<file path="src/rtl/pkg_system_mdr.sv">
// rtl/pkg_system_mdr.sv - shared widths and state encoding for the MDR multiplier
package pkg_system_mdr;

    localparam int IVW  = 8;               // operand width, >= 2
    localparam int PW   = 2 * IVW;         // product width
    localparam int CNTW = $clog2(IVW) + 1; // shift-add step counter width

    typedef enum logic [2:0] {
        IDLE,
        LOAD_A,
        LOAD_B,
        MULT,
        FIX,
        DONE
    } mult_state_t;

endpackage

</file>
<file path="src/rtl/mdr_mult_ctrl_conv.sv">
// rtl/mdr_mult_ctrl_conv.sv - combinational two's complement to sign/magnitude converter
//
// Ports:
//   i_Val   : W-bit two's complement input
//   i_Neg   : 1 forces negation, 0 takes the magnitude by MSB
//   o_Val   : converted value
//   o_Signo : 1 when the result is non-negative, 0 when negated
module sign_mag_conv #(
    parameter int W = 16
) (
    input  logic [W-1:0] i_Val,
    input  logic         i_Neg,
    output logic [W-1:0] o_Val,
    output logic         o_Signo
);

    logic do_neg;

    assign do_neg  = i_Neg | i_Val[W-1];
    assign o_Val   = do_neg ? (~i_Val + W'(1)) : i_Val;
    assign o_Signo = ~do_neg;

endmodule

</file>
<file path="src/rtl/mdr_mult_ctrl.sv">
// rtl/mdr_mult_ctrl.sv - sequential signed shift-add multiplier controller
//
// Optional feature macro: MDR_MULT_OVF_EN (enables o_Ovf computation).
//
// Ports:
//   clk, rst  : clock, asynchronous active-high reset
//   i_Start   : start request, sampled only in IDLE
//   i_A, i_B  : IVW-bit two's complement operands, captured on accept
//   o_Ready   : high only in IDLE
//   o_Done    : one-cycle result-valid pulse
//   o_Result  : 2*IVW-bit signed product
//   o_Signo   : 1 = positive or zero, 0 = negative
//   o_Ovf     : product does not fit in IVW signed bits
module mdr_mult_ctrl
    import pkg_system_mdr::*;
(
    input  logic          clk,
    input  logic          rst,
    input  logic          i_Start,
    input  logic [IVW-1:0] i_A,
    input  logic [IVW-1:0] i_B,
    output logic          o_Ready,
    output logic          o_Done,
    output logic [PW-1:0] o_Result,
    output logic          o_Signo,
    output logic          o_Ovf
);

    mult_state_t     state, state_nxt;
    logic [IVW-1:0]  a_q, b_q;
    logic [IVW-1:0]  mag_a, mag_b;
    logic            s_a, s_b;
    logic [PW-1:0]   acc;
    logic [CNTW-1:0] cnt;
    logic            neg;

    logic [PW-1:0]   conv_in;
    logic            conv_neg;
    logic [PW-1:0]   conv_val;
    logic            conv_signo;

    // A zero product is always reported positive.
    assign neg = (s_a ^ s_b) & (acc != '0);

    // One converter shared across both operand loads and the final fix-up.
    always_comb begin
        conv_in  = '0;
        conv_neg = 1'b0;
        case (state)
            LOAD_A: conv_in = {{IVW{a_q[IVW-1]}}, a_q};
            LOAD_B: conv_in = {{IVW{b_q[IVW-1]}}, b_q};
            FIX: begin
                conv_in  = acc;
                conv_neg = neg;
            end
            default: ;
        endcase
    end

    sign_mag_conv #(.W(PW)) u_conv (
        .i_Val   (conv_in),
        .i_Neg   (conv_neg),
        .o_Val   (conv_val),
        .o_Signo (conv_signo)
    );

    always_comb begin
        state_nxt = state;
        case (state)
            IDLE:    if (i_Start) state_nxt = LOAD_A;
            LOAD_A:  state_nxt = LOAD_B;
            LOAD_B:  state_nxt = MULT;
            MULT:    if (cnt == CNTW'(IVW - 1)) state_nxt = FIX;
            FIX:     state_nxt = DONE;
            DONE:    state_nxt = IDLE;
            default: state_nxt = IDLE;
        endcase
    end

    always_ff @(posedge clk or posedge rst) begin
        if (rst) state <= IDLE;
        else     state <= state_nxt;
    end

    assign o_Ready = (state == IDLE);
    assign o_Done  = (state == DONE);

    always_ff @(posedge clk or posedge rst) begin
        if (rst) begin
            a_q      <= '0;
            b_q      <= '0;
            mag_a    <= '0;
            mag_b    <= '0;
            s_a      <= 1'b0;
            s_b      <= 1'b0;
            acc      <= '0;
            cnt      <= '0;
            o_Result <= '0;
            o_Signo  <= 1'b1;
        end else begin
            case (state)
                IDLE: begin
                    if (i_Start) begin
                        a_q <= i_A;
                        b_q <= i_B;
                    end
                end
                LOAD_A: begin
                    // -2^(IVW-1) lands on unsigned 2^(IVW-1), which still fits.
                    mag_a <= conv_val[IVW-1:0];
                    s_a   <= a_q[IVW-1];
                end
                LOAD_B: begin
                    mag_b <= conv_val[IVW-1:0];
                    s_b   <= b_q[IVW-1];
                    acc   <= '0;
                    cnt   <= '0;
                end
                MULT: begin
                    if (mag_b[cnt[CNTW-2:0]])
                        acc <= acc + (PW'(mag_a) << cnt);
                    cnt <= cnt + CNTW'(1);
                end
                FIX: begin
                    o_Result <= conv_val;
                    o_Signo  <= conv_signo;
                end
                default: ;
            endcase
        end
    end

`ifdef MDR_MULT_OVF_EN
    logic [IVW:0] hi_bits;

    // Fits in IVW signed bits only when bits [PW-1:IVW-1] are a pure sign run.
    assign hi_bits = conv_val[PW-1:IVW-1];

    always_ff @(posedge clk or posedge rst) begin
        if (rst)
            o_Ovf <= 1'b0;
        else if (state == FIX)
            o_Ovf <= ~((&hi_bits) | ~(|hi_bits));
    end
`else
    assign o_Ovf = 1'b0;
`endif

endmodule
</file>
<file path="config.mk">
export PLATFORM = sky130hd
export DESIGN_NAME = mdr_mult_ctrl
export DESIGN_NICKNAME = d
export VERILOG_FILES = /design/src/rtl/pkg_system_mdr.sv /design/src/rtl/mdr_mult_ctrl_conv.sv /design/src/rtl/mdr_mult_ctrl.sv
export SDC_FILE = /design/constraint.sdc
export NUM_CORES = 1
export LEC_CHECK = 0
export ABC_CLOCK_PERIOD_IN_PS = 9400
export CELL_PAD_IN_SITES_DETAIL_PLACEMENT = 1
export CELL_PAD_IN_SITES_GLOBAL_PLACEMENT = 1
export CORE_MARGIN = 8
export CORE_UTILIZATION = 49
export DETAILED_ROUTE_END_ITERATION = 8
export PLACE_DENSITY_LB_ADDON = 0.1
export RECOVER_POWER = 50
export SYNTH_ARGS = -nofsm -noshare
export SYNTH_HDL_FRONTEND = slang
export SYNTH_SLANG_ARGS = --single-unit
export TNS_END_PERCENT = 20
</file>
<file path="constraint.sdc">
create_clock -name clk -period 9.4 [get_ports clk]
set_input_delay 1.41 -clock clk [delete_from_list [all_inputs] [get_ports clk]]
set_output_delay 1.41 -clock clk [all_outputs]
set_load 0.03 [all_outputs]
</file>
==> flow_summary.ini, run 1 <==
[layout]
final_cells = 692
register_area_um2 = 1850
fin_nets = 591
fill_cells = 1122
multi_input_area_um2 = 2710
synthToLayoutAreaGrowth_pct = 11.9
drive_gt1_share_pct = 9.48
insertedDiodeCount = 0

[grt]
grt_max_degree = 75
antenna_found_initial = 0
overflow = 0
grt_pass1_wl_mm = 22.4
grt_pass1_vias = 4249
track_usage_pct = 21.9

[synthesis]
synth.distinct_cells = 53
synth_common_cells = nand2_1 (107), dfrtp_1 (73), o21ai_0 (62), a21oi_1 (32), nor2_1 (30)
synth_top_area_cell = dfrtp_1
mappedNetlistArea_um2 = 4770
synth-seq-cells = 74
seq_area_frac_synth_pct = 38.9
async_flop_share_pct = 100
synth_most_common_cell = nand2_1
yosys_warnings = 0
syn_nets = 571
synth.area.top_cells = dfrtp_1 (38%), nand2_1 (8.4%), o21ai_0 (6.5%)
synthFlopType = dfrtp_1
netlist.area_leader.share_pct = 38.3
synthCells = 534
synth_edf_count = 0
syn_avg_cell_area_um2 = 8.92

[setup_path]
critPathCaptureType = asynchronous set/reset pin
crit_fanout = 74
cp_data_required_time_ns = 8.95
startpoint_type = primary input
critPathKind = in2async
worst_ep_arrival_time_ns = 4.87

[sta]
rsz0062_at_grt = false
report.final.hold_viol_count = 0
min_period_ns = 5.32
maxSlewViolCount = 75
min_period_over_period_pct = 56.5
fmax_mhz = 188
finalSetupTns_ns = 0
worst_pin_slew_ns = 4.02
clock_skew_ns = 0.0109
setup_viol = 0
max_slew_margin_pct = -168

[placement]
dp_hpwl_mm = 9.91
gp_congestion = 0.873
dp.cells = 676
portBuffers = 37

[detailed_routing]
wl_per_cell_um = 19.1
drtIter0Drc = 301
vias = 3972
vias_per_cell = 5.74
routed_wl_mm = 13.2
antenna_left = 0
drc_errors = 0
firstDrtPassIters = 5

[floorplan]
die_width_um = 115
dieArea_um2 = 13100
dieHeight_um = 115
core-area_um2 = 9590
rows = 36
ioPinCount = 39
initial_utilization_pct = 49.7

[cts]
clkTransAtPathRegs_ns = 0.08
cts-root-buf = clkbuf_8
clk_path_buf_depth = 2
cts_buffers = 9
cts_resized = 0
clk_latency_ns = 0.37
clkSinkCount = 74
hold_buffers = 0
post-cts-setup-buffer-count = 0
tritoncts = yes
htree_levels = 3

[min_path]
hold_class = reg2reg

[run]
drv_cap = 1

[status]
failed_checks = max-capacitance violations, max-slew violations
status = complete, but fails checks

[power]
powerDensity_nw_per_um2 = 288
vdd_drop_max_uv = 118
power_leakage_nw = 2.29
## power by group
part / leakage, nW / internal [mW] / total (mW) / switching (mW)
Clock: 0.0866 / 0.0968 / 0.230 / 0.133
Sequential: 0.967 / 0.415 / 0.574 / 0.159
Combinational: 1.24 / 0.310 / 0.732 / 0.422
## cell families after synthesis
| group | synth area share (%) |
|---|---|
| and+or+nand+nor | 19.8 |
| other | 0.0787 |
| muxes | 9.79 |
| AOI/OAI and AO/OA | 17.9 |
| buffers and inverters | 4.07 |
| DFF | 38.9 |
| adders and majority gates | 4.88 |
| xor gates and xnor gates | 4.59 |
## metal layers
layer | up-vias | GRT usage (%) | part of all wire [%]
li1 | 1910 | - | -
met1 | 1964 | 28.3 | 45
met2 | 74 | 36.1 | 49
met3 | 24 | 3.06 | 3.9
met4 | 0 | 8.78 | 2.2
met5 | - | 0 | 0
## through the flow
stage / setup WS [ns] / power [mW] / hold WS [ns] / utilization [%] / instance area (µm²)
after floorplan: 6.07 / 1.10 / 0.445 / - / 4770
after global placement: 5.88 / 1.27 / 0.460 / 54.0 / 5180
after detailed placement: 5.69 / 1.31 / 0.464 / 54.0 / 5180
after CTS: 5.62 / 1.55 / 0.487 / 55.8 / 5350
after global routing: 3.18 / 1.66 / 0.519 / 55.6 / 5330
final: 4.08 / 1.54 / 0.479 / 55.6 / 5330
## sequential cells by signal, summed over array words and instances (netlist names)
signal    cells
s_a           1
a_q           8
o_Signo       1
b_q           8
acc          16
o_Result     16
state         3
mag_b         8
s_b           1
mag_a         8
cnt           4
## critical path, stage by stage
cell           delay [ns]
dlygate4sd3_1        0.54
clkinv_1             0.05
clkbuf_1             2.79
## layout by cell type (no fill, tap or decap), types with 3 or more instances in the layout
cell	instances
nand3b_1	16
a2111oi_4	3
clkbuf_8	9
o22ai_1	3
clkdlybuf4s50_1	35
mux2_2	21
and2_1	9
xnor2_1	19
o211ai_1	3
nand3_1	8
nand2b_1	4
nor3_1	5
nor4_1	4
dfrtp_1	73
mux4_2	4
o21ai_0	62
clkbuf_1	3
nand4_1	4
nor2_1	29
xor2_1	6
nor2b_1	7
a21oi_1	32
o31ai_1	4
ha_1	17
mux2i_1	14
a21o_1	6
inv_1	8
nand2_1	107
## cell type report
cell class | count | share of cell area, %
clock buffer | 10 | 2.39
clock inverter | 6 | 0.821
inverter | 9 | 0.634
multi-input combinational | 419 | 50.9
sequential | 74 | 34.8
tap | 133 | 3.12
timing repair buffer | 41 | 7.37
## final timing paths
check                      slack (ns)                      from  cells past startpoint                       end
setup / recovery                 4.08                       rst                      3      mag_b[4]$_DFFE_PP0N_
hold / removal                   0.48  o_Result[12]$_DFFE_PP0N_                      2  o_Result[12]$_DFFE_PP0N_
setup reg to reg                 5.61        cnt[1]$_DFFE_PP0P_                     12       acc[15]$_DFFE_PP0P_
hold reg to reg                  0.48  o_Result[12]$_DFFE_PP0N_                      2  o_Result[12]$_DFFE_PP0N_
max in group clk                 5.61        cnt[1]$_DFFE_PP0P_                     12       acc[15]$_DFFE_PP0P_
min in group asynchronous        3.02                       rst                      3        a_q[2]$_DFFE_PP0P_
Note: power is estimated with default switching activity, not from simulation.
==> run 2, diff against run 1 <==
--- a/config.mk
+++ b/config.mk
@@ -5,11 +5,11 @@
 export SDC_FILE = /design/constraint.sdc
 export NUM_CORES = 1
 export LEC_CHECK = 0
-export ABC_CLOCK_PERIOD_IN_PS = 9400
+export ABC_CLOCK_PERIOD_IN_PS = 5090
 export CELL_PAD_IN_SITES_DETAIL_PLACEMENT = 1
 export CELL_PAD_IN_SITES_GLOBAL_PLACEMENT = 1
 export CORE_MARGIN = 8
-export CORE_UTILIZATION = 49
+export CORE_UTILIZATION = 45
 export DETAILED_ROUTE_END_ITERATION = 8
 export PLACE_DENSITY_LB_ADDON = 0.1
 export RECOVER_POWER = 50
==> constraint.sdc (replaced) <==
create_clock -name clk -period 5.09 [get_ports clk]
set_input_delay 0.7635 -clock clk [delete_from_list [all_inputs] [get_ports clk]]
set_output_delay 0.7635 -clock clk [all_outputs]
set_load 0.03 [all_outputs]
==> run 2 against run 1 <==
The run now ends clean. Sequential power rose by 85%. Core utilization decreased by 3.2 points. Non-clock buffer count did not move. Sequential cell count is the same. Register-to-register slack worse by 4.3 ns. Clock power increased by 140%. Setup slack got worse by 2.8 ns. Critical endpoint is now acc[15]$_DFFE_PP0P_.
==> flow_summary.ini, run 2 (same netlist as run 1, synthesis figures left out) <==
[status]
status = finished, final reports clean

[min_path]
min_path_cells = 2
hold_class = reg2reg

[sta]
finalSetupTns_ns = 0
report.final.hold_viol_count = 0
min_period_over_period_pct = 73.9
fmax_mhz = 266
max_slew_margin_pct = 5.17
rsz0062_at_grt = false
clock_skew_ns = 0.00974
min_period_ns = 3.76
fin_hold_ws_ns = 0.476
worst_pin_slew_ns = 1.42
setup_viol = 0
maxSlewViolCount = 0
fin_ws_ns = 1.33

[detailed_routing]
drc_errors = 0
antenna_left = 0
vias = 4015
drtIter0Drc = 274
firstDrtPassIters = 6
wl_per_cell_um = 19.4
vias_per_cell = 5.78
routed_wl_mm = 13.5

[setup_path]
worst_ep_arrival_time_ns = 4.05
critPathKind = reg2reg
critPathCaptureType = register
crit_fanout = 19
cp_data_required_time_ns = 5.37
startpoint_type = register
reg2reg_depth = 12

[layout]
synthToLayoutAreaGrowth_pct = 13.5
insertedDiodeCount = 0
fin_nets = 591
reg_top3 = acc (16), o_Result (16)
final_cells = 695
final_common_cell = nand2_1
layout_common_cells = nand2_1 (107), dfrtp_1 (73), o21ai_0 (62), clkdlybuf4s50_1 (35), a21oi_1 (32)
drive_gt1_share_pct = 10.2

[grt]
track_usage_pct = 19.7
grt_max_degree = 40
overflow = 0
grt_pass1_vias = 4237
grt_pass1_wl_mm = 22.4
antenna_found_initial = 0

[cts]
clk_latency_ns = 0.36
hold_buffers = 0
cts-root-buf = clkbuf_8
clkSinkCount = 74
cts_buffers = 9
clkTransAtPathRegs_ns = 0.09
tritoncts = yes
post-cts-setup-buffer-count = 0
cts_resized = 0
clk_path_buf_depth = 2
htree_levels = 3

[power]
powerDensity_nw_per_um2 = 549
power_leakage_nw = 2.34
vdd_drop_max_uv = 241

[placement]
portBuffers = 37
dpl_worst_slack_ns = 1.42
gp_congestion = 0.861
dp_hpwl_mm = 10.1
dp.cells = 679

[floorplan]
dieArea_um2 = 14100
rows = 37
initial_utilization_pct = 46.2
core-area_um2 = 10300
dieHeight_um = 119
ioPinCount = 39
die_width_um = 119

[run]
drv_cap = 0
## run 2: cell count changes in the layout (fill, tap and decap cells not counted), moves of 2 or more
cell / previous run / this run
buf_4: 2 / 4
clkbuf_1: 3 / 0
inv_6: 1 / 3
bufinv_16: 0 / 2
clkinv_2: 2 / 0
## run 2: cell type report
type / count / area, µm²
Fill cell: 1199 / 4910
Multi-Input combinational cell: 419 / 2720
Sequential cell: 74 / 1850
Timing Repair Buffer: 41 / 400
Tap cell: 136 / 170
Clock buffer: 10 / 138
Clock inverter: 6 / 95.1
Inverter: 9 / 33.8
## run 2: layer usage
metal	vias up	share of wire, %	wire length [µm]	track usage [%]
met2	89	47	6340	31.2
met1	1982	46	6220	25.9
li1	1913	-	-	-
met4	0	3.0	410	7.98
met3	31	3.8	516	3.78
met5	-	0	0	0
## run 2: power breakdown
part           internal, mW  switching, mW
clock network         0.296          0.257
logic                 0.575          0.776
registers             0.767          0.297
total                  1.64           1.33
## run 2: worst paths after layout
path,start,endpoint,slack (ns)
setup / recovery,cnt[1]$_DFFE_PP0P_,acc[15]$_DFFE_PP0P_,1.33
hold / removal,o_Result[10]$_DFFE_PP0N_,o_Result[10]$_DFFE_PP0N_,0.48
setup reg to reg,cnt[1]$_DFFE_PP0P_,acc[15]$_DFFE_PP0P_,1.33
hold reg to reg,o_Result[10]$_DFFE_PP0N_,o_Result[10]$_DFFE_PP0N_,0.48
max in group asynchronous,rst,o_Signo$_DFFE_PP1N_,2.61
min in group asynchronous,rst,a_q[3]$_DFFE_PP0P_,1.25
## run 2: metrics by stage
step | util, % | instance area, µm² | power (mW)
6_report | 52.4 | 5410 | 2.97
3_3_place_gp | 50.2 | 5180 | 2.36
3_5_place_dp | 50.2 | 5180 | 2.42
4_1_cts | 52.5 | 5420 | 2.98
5_1_grt | 52.4 | 5410 | 3.18
2_1_floorplan | - | 4770 | 2.03
## run 2: worst max-delay path, cell delays in order (launching register included)
cell and delay [ns]:
dfrtp_1 0.82, mux2_2 0.42, o21ai_0 0.25, o21ai_0 0.15, and2_1 0.22, ha_1 0.36
o21a_1 0.14, o211ai_1 0.10, a31oi_1 0.24, a31oi_1 0.19, o31ai_1 0.32, mux2i_1 0.27
mux2i_1 0.20
==> run 3, diff against run 2 <==
--- a/config.mk
+++ b/config.mk
@@ -5,7 +5,7 @@
 export SDC_FILE = /design/constraint.sdc
 export NUM_CORES = 1
 export LEC_CHECK = 0
-export ABC_CLOCK_PERIOD_IN_PS = 5090
+export ABC_CLOCK_PERIOD_IN_PS = 3940
 export CELL_PAD_IN_SITES_DETAIL_PLACEMENT = 1
 export CELL_PAD_IN_SITES_GLOBAL_PLACEMENT = 1
 export CORE_MARGIN = 8
==> constraint.sdc (replaced) <==
create_clock -name clk -period 3.94 [get_ports clk]
set_input_delay 0.591 -clock clk [delete_from_list [all_inputs] [get_ports clk]]
set_output_delay 0.591 -clock clk [all_outputs]
set_load 0.03 [all_outputs]
==> run 3 against run 2 <==
The run now ends with max-capacitance violations, max-slew violations left. Sequential cell count did not move. Die area did not move. Critical path depth rose by 2. Design area fell by 0.32%. Sequential share of layout area rose by 0.11 points. Register-to-register slack got worse by 0.89 ns. Worst hold slack improved by 0.0033 ns. Routed wire length rose by 0.59%. Clock-buffer cell count did not move. Global-route usage rose by 0.16 points. Total power rose by 25%. Core utilization fell by 0.17 points. Largest cell class unchanged.
==> flow_summary.ini, run 3 (same netlist as run 1, synthesis figures left out) <==
[sta]
min_period_over_period_pct = 88.9
setup_viol = 0
worst_pin_slew_ns = 2.07
fin_ws_ns = 0.436
finalSetupTns_ns = 0
fin_hold_ws_ns = 0.480
max_slew_margin_pct = -38.0
maxSlewViolCount = 67
clock_skew_ns = 0.0188
report.final.hold_viol_count = 0
fmax_mhz = 285
min_period_ns = 3.50
rsz0062_at_grt = false

[cts]
tritoncts = yes
cts-root-buf = clkbuf_8
clkSinkCount = 74
clk_latency_ns = 0.36
htree_levels = 3
post-cts-setup-buffer-count = 0
cts_buffers = 9
cts_resized = 0
clkTransAtPathRegs_ns = 0.09
clk_path_buf_depth = 2
hold_buffers = 0

[grt]
grt_pass1_vias = 4346
overflow = 0
antenna_found_initial = 0
track_usage_pct = 19.8
grt_pass1_wl_mm = 22.8
grt_max_degree = 38

[layout]
drive_gt1_share_pct = 10.6
insertedDiodeCount = 0
final_common_cell = nand2_1
fin_nets = 599
reg_top3 = acc (16), o_Result (16)
register_area_um2 = 1850
synthToLayoutAreaGrowth_pct = 13.1
multi_input_area_um2 = 2720
layout_common_cells = nand2_1 (107), dfrtp_1 (73), o21ai_0 (62), clkdlybuf4s50_1 (36), a21oi_1 (32)
fill_cells = 1200
final_cells = 703

[placement]
portBuffers = 37
gp_congestion = 0.892
dp.cells = 687
dp_hpwl_mm = 10.3
dpl_worst_slack_ns = 0.417

[floorplan]
initial_utilization_pct = 46.2
dieHeight_um = 119
ioPinCount = 39
rows = 37
core-area_um2 = 10300
die_width_um = 119
dieArea_um2 = 14100

[setup_path]
crit_buf_inv = 1
startpoint_type = register
cp_data_required_time_ns = 4.22
worst_ep_arrival_time_ns = 3.79
cp_slowest_stage_delay_ns = 0.57
critPathCaptureType = register
crit_chain = buf_4, mux2i_1, o21ai_0, nand2_1, o21ai_0, and2_1, ha_1, o21a_1, o211ai_1, a31oi_1, a31oi_1, o31ai_1, mux2i_1, mux2i_1
cp_top_family = compound AO/OA/AOI/OAI gates
crit_top_cell = mux2i_1
crit_slowest_cell = dfrtp_1
crit_fanout = 11
critPathKind = reg2reg

[status]
status = complete, but fails checks
failed_checks = max-capacitance violations, max-slew violations

[min_path]
hold_class = reg2reg

[detailed_routing]
vias_per_cell = 5.71
firstDrtPassIters = 4
vias = 4011
wl_per_cell_um = 19.3
drc_errors = 0
drtIter0Drc = 277
antenna_left = 0
routed_wl_mm = 13.6

[run]
drv_cap = 2

[power]
power_leakage_nw = 2.33
vdd_drop_max_uv = 281
powerDensity_nw_per_um2 = 689
## run 3: cell count changes in the layout (fill, tap and decap cells not counted), moves of 2 or more
cell / change
inv_6: -2
clkinv_2: +2
buf_4: +4
bufinv_16: -2
clkinvlp_4: +2
clkbuf_1: +5
## run 3: per-layer routing
layer / part of all wire [%] / global-route usage (%)
met2: 49 / 33.0
met4: 1.3 / 5.61
met5: 0 / 0
met3: 4.2 / 4.58
met1: 46 / 25.3
## run 3: power breakdown
group | internal (mW) | switching (mW)
Combinational | 0.766 | 1.10
Sequential | 0.992 | 0.316
Clock | 0.230 | 0.314
Total | 1.99 | 1.73
## run 3: metrics by stage
| stage | cell area, µm² | util [%] | power [mW] |
|---|---|---|---|
| 3_3_place_gp | 5240 | 50.8 | 3.09 |
| 3_5_place_dp | 5240 | 50.8 | 3.19 |
| 6_report | 5390 | 52.2 | 3.72 |
| 5_1_grt | 5390 | 52.2 | 4.00 |
| 4_1_cts | 5410 | 52.4 | 3.74 |
| 2_1_floorplan | 4770 | - | 2.62 |
## run 3: layout make-up
class | count | area share (%)
multi-input cells | 419 | 50.4
inverters | 9 | 0.627
well taps | 136 | 3.16
flip-flops and latches | 74 | 34.4
clock buffers | 10 | 2.37
clock inverters | 6 | 0.789
repair buffers | 49 | 8.26
## run 3: path summary, 6_finish.rpt
| check | start | to | slack [ns] | depth (start not counted) |
|---|---|---|---|---|
| max | cnt[1]$_DFFE_PP0P_ | acc[15]$_DFFE_PP0P_ | 0.44 | 14 |
| min | o_Result[10]$_DFFE_PP0N_ | o_Result[10]$_DFFE_PP0N_ | 0.48 | 2 |
| max reg2reg | cnt[1]$_DFFE_PP0P_ | acc[15]$_DFFE_PP0P_ | 0.44 | 14 |
| min reg2reg | o_Result[10]$_DFFE_PP0N_ | o_Result[10]$_DFFE_PP0N_ | 0.48 | 2 |
| max in group asynchronous | rst | state[2]$_DFFE_PP0P_ | 0.98 | 3 |
| min in group asynchronous | rst | a_q[4]$_DFFE_PP0P_ | 0.65 | 2 |
## run 3: worst min-delay path, stage by stage, from the launching register on
cell,delay (ns)
dfrtp_1,0.35
nand2_1,0.05
nand2_1,0.05
